<file path="src/rtl/tpu_sram_pkg.sv">
// Shared definitions for the HPS SRAM DMA master: FSM states, command word layout
// and the transfer-direction encodings.
package tpu_sram_pkg;

    typedef enum logic [2:0] {
        ST_IDLE,
        ST_RD,
        ST_RD_DRAIN,
        ST_WR,
        ST_DONE
    } state_t;

    localparam int CMD_START    = 31;
    localparam int CMD_DIR      = 30;
    localparam int CMD_LEN_MSB  = 23;
    localparam int CMD_LEN_LSB  = 12;
    localparam int CMD_BASE_MSB = 11;
    localparam int CMD_BASE_LSB = 0;

    localparam logic DIR_READ  = 1'b0;
    localparam logic DIR_WRITE = 1'b1;

    // One extra bit so a full 4096-word length is representable.
    localparam int LEN_W = CMD_LEN_MSB - CMD_LEN_LSB + 2;

    function automatic logic [LEN_W-1:0] cmd_len(input logic [31:0] cmd);
        return {1'b0, cmd[CMD_LEN_MSB:CMD_LEN_LSB]} + LEN_W'(1);
    endfunction

endpackage

</file>
<file path="src/rtl/sram_rd_fifo.sv">
// Small synchronous show-ahead FIFO: the head entry is visible on o_dout whenever
// o_empty is low, and a pop simply advances to the next entry.
module sram_rd_fifo #(
    parameter int DEPTH = 4,
    parameter int WIDTH = 32
)(
    input  logic                     clk,
    input  logic                     i_srst,
    input  logic                     i_push,
    input  logic [WIDTH-1:0]         i_din,
    input  logic                     i_pop,
    output logic [WIDTH-1:0]         o_dout,
    output logic                     o_empty,
    output logic [$clog2(DEPTH):0]   o_count
);

    localparam int AW = (DEPTH > 1) ? $clog2(DEPTH) : 1;
    localparam int CW = $clog2(DEPTH) + 1;

    logic [WIDTH-1:0] r_mem [DEPTH];
    logic [AW-1:0]    r_wr_ptr;
    logic [AW-1:0]    r_rd_ptr;
    logic [CW-1:0]    r_count;
    logic             w_full;
    logic             w_push;
    logic             w_pop;

    assign o_empty = (r_count == '0);
    assign w_full  = (r_count == CW'(DEPTH));
    assign w_pop   = i_pop & ~o_empty;
    assign w_push  = i_push & (~w_full | w_pop);
    assign o_dout  = r_mem[r_rd_ptr];
    assign o_count = r_count;

    always_ff @(posedge clk) begin
        if (w_push) begin
            r_mem[r_wr_ptr] <= i_din;
        end
    end

    always_ff @(posedge clk) begin
        if (i_srst) begin
            r_wr_ptr <= '0;
            r_rd_ptr <= '0;
            r_count  <= '0;
        end else begin
            if (w_push) r_wr_ptr <= r_wr_ptr + AW'(1);
            if (w_pop)  r_rd_ptr <= r_rd_ptr + AW'(1);
            case ({w_push, w_pop})
                2'b10:   r_count <= r_count + CW'(1);
                2'b01:   r_count <= r_count - CW'(1);
                default: r_count <= r_count;
            endcase
        end
    end

endmodule

</file>
<file path="src/rtl/hps_sram_dma_master.sv">
// Command-driven block mover between the HPS on-chip SRAM s1 port and the TPU
// datapath streams, with a four-phase done handshake back to the HPS.
module hps_sram_dma_master
    import tpu_sram_pkg::*;
#(
    parameter int ADDR_W     = 12,
    parameter int DATA_W     = 32,
    parameter int RD_LATENCY = 1,
    parameter int FIFO_DEPTH = 4
)(
    input  logic              clk,
    input  logic              reset,
    input  logic [31:0]       ctrl_cmd,
    output logic              ctrl_done,
    output logic              busy,
    output logic [ADDR_W-1:0] sram_address,
    output logic              sram_clken,
    output logic              sram_chipselect,
    output logic              sram_write,
    output logic [DATA_W-1:0] sram_writedata,
    output logic [3:0]        sram_byteenable,
    input  logic [DATA_W-1:0] sram_readdata,
    output logic [DATA_W-1:0] m_data,
    output logic              m_valid,
    input  logic              m_ready,
    output logic              m_last,
    input  logic [DATA_W-1:0] s_data,
    input  logic              s_valid,
    output logic              s_ready
);

    localparam int CW = $clog2(FIFO_DEPTH) + 1;

    state_t            r_state;
    logic [ADDR_W-1:0] r_base;
    logic [ADDR_W-1:0] r_addr;
    logic [LEN_W-1:0]  r_len;
    logic [LEN_W-1:0]  r_cnt;
    logic [LEN_W-1:0]  r_beat;
    logic              r_cs;
    logic              r_we;
    logic              r_clken;
    logic              r_done;
    logic              r_s_ready;
    logic [DATA_W-1:0] r_wdata;
    logic [3:0]        r_be;
    logic [CW-1:0]     r_inflight;
    logic              r_rvalid [RD_LATENCY];

    logic [CW-1:0]     w_fifo_count;
    logic [DATA_W-1:0] w_fifo_dout;
    logic              w_fifo_empty;
    logic [CW:0]       w_credit;
    logic              w_issue;
    logic              w_push;
    logic              w_pop;
    logic              w_wr_beat;
    logic              w_last_xfer;
    logic              w_drain_done;
    logic [ADDR_W-1:0] w_next_addr;
    logic              w_unused_cmd;

    assign w_unused_cmd = ^ctrl_cmd[CMD_DIR-1:CMD_LEN_MSB+1];

    // Credit covers both words already in the FIFO and reads still in the SRAM
    // pipeline, so a return always finds a free FIFO slot.
    assign w_credit     = {1'b0, w_fifo_count} + {1'b0, r_inflight};
    assign w_issue      = (r_state == ST_RD) && (w_credit < (CW+1)'(FIFO_DEPTH));
    assign w_push       = r_rvalid[RD_LATENCY-1];
    assign w_pop        = ~w_fifo_empty & m_ready;
    assign w_wr_beat    = (r_state == ST_WR) & s_valid & r_s_ready;
    assign w_last_xfer  = (r_cnt == r_len - LEN_W'(1));
    assign w_next_addr  = r_base + ADDR_W'(r_cnt);
    assign w_drain_done = (r_inflight == '0) &&
                          (w_fifo_empty || ((w_fifo_count == CW'(1)) && w_pop));

    assign sram_address    = r_addr;
    assign sram_clken      = r_clken;
    assign sram_chipselect = r_cs;
    assign sram_write      = r_we;
    assign sram_writedata  = r_wdata;
    assign sram_byteenable = r_be;
    assign ctrl_done       = r_done;
    assign busy            = (r_state != ST_IDLE);
    assign s_ready         = r_s_ready;
    assign m_valid         = ~w_fifo_empty;
    assign m_data          = w_fifo_empty ? '0 : w_fifo_dout;
    assign m_last          = ~w_fifo_empty && (r_beat == r_len - LEN_W'(1));

    always_ff @(posedge clk) begin
        if (reset) begin
            r_state   <= ST_IDLE;
            r_base    <= '0;
            r_addr    <= '0;
            r_len     <= '0;
            r_cnt     <= '0;
            r_beat    <= '0;
            r_cs      <= 1'b0;
            r_we      <= 1'b0;
            r_clken   <= 1'b0;
            r_done    <= 1'b0;
            r_s_ready <= 1'b0;
            r_wdata   <= '0;
            r_be      <= '0;
        end else begin
            r_clken <= 1'b1;
            r_cs    <= 1'b0;
            r_we    <= 1'b0;
            r_be    <= '0;
            case (r_state)
                ST_IDLE: begin
                    if (ctrl_cmd[CMD_START]) begin
                        r_base <= ADDR_W'(ctrl_cmd[CMD_BASE_MSB:CMD_BASE_LSB]);
                        r_len  <= cmd_len(ctrl_cmd);
                        r_cnt  <= '0;
                        r_beat <= '0;
                        if (ctrl_cmd[CMD_DIR] == DIR_WRITE) begin
                            r_state   <= ST_WR;
                            r_s_ready <= 1'b1;
                        end else begin
                            r_state <= ST_RD;
                        end
                    end
                end
                ST_RD: begin
                    if (w_issue) begin
                        r_cs   <= 1'b1;
                        r_addr <= w_next_addr;
                        r_cnt  <= r_cnt + LEN_W'(1);
                        if (w_last_xfer) r_state <= ST_RD_DRAIN;
                    end
                end
                ST_RD_DRAIN: begin
                    if (w_drain_done) begin
                        r_state <= ST_DONE;
                        r_done  <= 1'b1;
                    end
                end
                ST_WR: begin
                    if (w_wr_beat) begin
                        r_cs    <= 1'b1;
                        r_we    <= 1'b1;
                        r_be    <= 4'hF;
                        r_addr  <= w_next_addr;
                        r_wdata <= s_data;
                        r_cnt   <= r_cnt + LEN_W'(1);
                        if (w_last_xfer) begin
                            r_s_ready <= 1'b0;
                            r_state   <= ST_DONE;
                            r_done    <= 1'b1;
                        end
                    end
                end
                ST_DONE: begin
                    if (!ctrl_cmd[CMD_START]) begin
                        r_state <= ST_IDLE;
                        r_done  <= 1'b0;
                    end
                end
                default: r_state <= ST_IDLE;
            endcase
            if (w_pop) r_beat <= r_beat + LEN_W'(1);
        end
    end

    always_ff @(posedge clk) begin
        if (reset) begin
            r_inflight <= '0;
        end else begin
            r_inflight <= r_inflight + CW'(w_issue) - CW'(w_push);
        end
    end

    // Read-valid pipeline matching the SRAM read latency; stage 0 tracks a read on the bus.
    always_ff @(posedge clk) begin
        if (reset) r_rvalid[0] <= 1'b0;
        else       r_rvalid[0] <= r_cs & ~r_we;
    end

    generate
        for (genvar gi = 1; gi < RD_LATENCY; gi++) begin : g_rvalid
            always_ff @(posedge clk) begin
                if (reset) r_rvalid[gi] <= 1'b0;
                else       r_rvalid[gi] <= r_rvalid[gi-1];
            end
        end
    endgenerate

    sram_rd_fifo #(
        .DEPTH (FIFO_DEPTH),
        .WIDTH (DATA_W)
    ) u_rd_fifo (
        .clk     (clk),
        .i_srst  (reset),
        .i_push  (w_push),
        .i_din   (sram_readdata),
        .i_pop   (w_pop),
        .o_dout  (w_fifo_dout),
        .o_empty (w_fifo_empty),
        .o_count (w_fifo_count)
    );

endmodule

</file>
<file path="config.mk">
export PLATFORM = sky130hd
export DESIGN_NAME = hps_sram_dma_master
export DESIGN_NICKNAME = d
export VERILOG_FILES = /design/src/rtl/tpu_sram_pkg.sv /design/src/rtl/sram_rd_fifo.sv /design/src/rtl/hps_sram_dma_master.sv
export SDC_FILE = /design/constraint.sdc
export NUM_CORES = 1
export LEC_CHECK = 0
export CAP_MARGIN = 10
export CORE_UTILIZATION = 53
export DETAILED_ROUTE_END_ITERATION = 8
export GPL_TIMING_DRIVEN = 0
export PLACE_DENSITY = 0.8
export SKIP_CTS_REPAIR_TIMING = 1
export SYNTH_ARGS = -nofsm -noshare
export SYNTH_HDL_FRONTEND = slang
export SYNTH_SLANG_ARGS = --single-unit
</file>
<file path="constraint.sdc">
create_clock -name clk -period 3.9 [get_ports clk]
set_input_delay 0.78 -clock clk [delete_from_list [all_inputs] [get_ports clk]]
set_output_delay 0.78 -clock clk [all_outputs]
set_load 0.005 [all_outputs]
</file>
==> metrics.yaml <==
drive_above_1_share_pct: 9.50
power.combinational.fraction_pct: 31.0
finalNonFillerCells: 1460
worst_ep_arrival_time_ns: 3.15
final_util_pct: 68.9
mostFrequentLayoutCell: "clkdlybuf4s50_1"
criticalPathCategory: "reg -> out"
postSynth.topFlopCell: "edfxtp_1"
cts.reportedPaths.clkPinSlew_ns: 0.07
numPlacedInstances: 1410
leakage_nw: 4.82
synth-seq-area-share_pct: 56.5
vias_in_the_first_global_route: 7651
fillers: 1524
grt_util_all_layers_pct: 23.0
final_cell_mix: "clkdlybuf4s50_1, nand2_1, edfxtp_1, dfxtp_1, a21oi_1"
drc: 0
h-tree-depth: 1
finalWirelength_um: 24500
share_clk_of_total_power_pct: 30.5
synthArstFlopShare_pct: 0
synth-compound-area-share_pct: 8.69
hold_slack_ns: 0.450
total_overflow_reported_by_the_global_router: 0
final_nets: 1301
global_route_wire_length_before_repair_um: 39200
ys_seq_elements: 244
net-switching-power_w: 0.00225
number_of_placement_rows: 52
worst_supply_voltage_drop_on_vdd_mv: 0.393
required_ns: 3.12
synthesis.instances: 959
grt_antenna_before_repair: 1
clk_tree_root_cell: "clkbuf_16"
count_of_flip_flops_with_a_built_in_enable_after_synthesis: 128
largest_family_of_logic_cells_by_synthesized_area: "simple AND/OR/NAND/NOR gates"
ys.warnings.count: 0
timing.final.crit_period_ns: 3.93
final_max_slew_viol_count: 0
die_height_um: 145
post_synth_xor_area_fraction_pct: 5.10
tritoncts.num_buffers: 24
netSwitchingFraction_pct: 29.1
power_frac_seq_pct: 38.5
drt_first_iter_violations: 422
sequential_cell_area_um2: 6170
tritoncts: "done"
synth.area.mux_share_pct: 7.30
timing.critical_path.from_type: "flip-flop"
drtPass1Iterations: 5
worst_skew_pair.late_latency_ns: 0.51
syn_area_per_cell_um2: 11.4
finalWeightedCongestion: 0.872
intPower_w: 0.00547
crit_path_end_kind: "output port"
ant_nets: 0
result_of_the_run: "finished, violations left"
setup_viol: 1
fp.coreArea_um2: 20200
drt_wl_cell_um: 16.8
upper_clock_frequency_limit_mhz: 255
die_w_um: 145
worst_slew_pin_slew_ns: 0.867
dieArea_um2: 21200
synthSimpleGateAreaFrac_pct: 15.5
worstHoldPathType: "reg -> reg"
numClockSinks: 244
timing.slew.headroom_pct: 42.2
power_total_w: 0.00772
worstPathMaxFanout: 7
final_critical_path_share_of_the_clock_period_pct: 101
syn_nets: 1089
layout_setup_ws_ns: -0.0272
detail_route.vias_per_cell: 5.47
max_cap_violations: 0
final.setup_skew_ns: 0.0130
cts_max_path_buffers: 3
synthesis.area_um2: 10900
maximum_number_of_pins_on_one_net_before_global_route_repair: 33
initial_core_util_pct: 53.9
violated_checks: "setup timing"
power.density_nw_per_um2: 553
grt_setup_unrepaired: "true"
via_count: 7982
hold_viol: 0
synth_area_in_adders_pct: 3.67
syn2layout_area_growth_pct: 27.8
port_buffer_count: 181
place.detailed.hpwl_um: 16600
multi_input_area_um2: 4430
ys_types: 67
num_io_pins: 188
[worst max-delay path, cell delays in order, from the launching register on]
cell	delay [ns]
dfxtp_4	0.37
inv_2	0.07
ha_4	0.13
or4b_4	0.50
or2_4	0.28
nor4_4	0.26
xnor2_2	0.19
xor2_1	0.22
nand4_1	0.14
nor4_2	0.29
buf_2	0.17
[flip-flops by register name, indices dropped and copies added, names as in the netlist, named ones only]
register            flops
r_base                 12
sram_byteenable         1
sram_clken              1
r_inflight              3
s_ready                 1
sram_chipselect         1
r_state                 3
u_rd_fifo.o_count       3
r_len                  13
ctrl_done               1
r_beat                 13
r_cnt                  13
u_rd_fifo.r_wr_ptr      2
sram_writedata         32
r_rvalid                1
u_rd_fifo.r_rd_ptr      2
u_rd_fifo.r_mem       128
sram_address           12
[power groups by stage]
| stage | registers (W) | clock network, W | logic [W] |
|---|---|---|---|
| after floorplan | 0.00299 | 0 | 0.00153 |
| after global placement | 0.00301 | 0 | 0.00229 |
| after detailed placement | 0.00302 | 0 | 0.00233 |
| after CTS | 0.00296 | 0.00239 | 0.00236 |
| after global routing | 0.00299 | 0.00248 | 0.00263 |
| final | 0.00297 | 0.00235 | 0.00239 |
[cells by family (layout without fill, tap and decap cells)]
logic type | count (synthesis) | count (layout)
and+or+nand+nor | 347 | 347
AOI/OAI and AO/OA | 153 | 153
DFF | 244 | 244
muxes | 39 | 39
xor gates and xnor gates | 62 | 62
buffers and inverters | 83 | 313
adders and majority gates | 31 | 31
other | 0 | 1
[worst paths after layout]
path | depth (start not counted) | slack [ns] | endpoint | startpoint
setup / recovery | 10 | -0.03 | m_last | r_len[0]
setup reg to reg | 9 | 0.70 | sram_address[2] | r_inflight[1]
hold / removal | 2 | 0.45 | sram_writedata[11] | sram_writedata[11]
hold reg to reg | 2 | 0.45 | sram_writedata[11] | sram_writedata[11]
[Yosys cell counts (3+ instances only)]
library cell,count,area [µm²]
nand4_1,7,43.8
o21a_1,6,45.0
nor2_1,64,240
or2_2,3,18.8
buf_1,8,30.0
clkbuf_1,39,146
and2_1,38,238
nor2b_1,7,43.8
a31oi_1,7,43.8
o211ai_1,5,37.5
edfxtp_1,128,3840
nand3b_1,3,22.5
or4_1,4,30.0
nand2b_1,4,25.0
o21ai_0,17,85.1
mux4_2,32,721
dfxtp_1,116,2320
nand2_1,145,544
nor3_1,14,70.1
or3_1,6,37.5
xnor2_1,34,298
ha_1,28,350
and3_1,17,106
nand3_1,16,80.1
a21oi_1,80,400
buf_2,4,20.0
inv_1,23,86.3
nor4_1,4,25.0
xor2_1,27,236
a211oi_1,16,120
mux2i_1,5,50.1
buf_4,5,37.5
nor3b_1,5,37.5
[per-layer routing]
metal	track usage (%)	vias up	part of all wire, %
met5	0	-	0.049
met4	6.11	2	2.2
met3	4.45	44	6.7
met2	39.8	247	48
met1	29.7	3846	43
li1	-	3843	-
[stage by stage]
step / setup TNS [ns] / worst slack, ns / cell area, µm²
5_1_grt: -0.0974 / -0.0974 / 13900
2_1_floorplan: 0 / 0.759 / 10900
3_5_place_dp: -0.212 / -0.212 / 13100
6_report: -0.0272 / -0.0272 / 13900
3_3_place_gp: -0.153 / -0.153 / 13100
4_1_cts: -0.822 / -0.822 / 13900
[cell type report]
type	instances	share of cell area [%]
inverter	25	0.673
timing repair buffer	188	13.3
clock buffer	39	5.30
sequential	244	44.2
buffer	56	1.75
antenna	1	0.0179
tap	270	2.42
multi-input combinational	632	31.7
clock inverter	5	0.529
(Power assumes the default switching activity.)
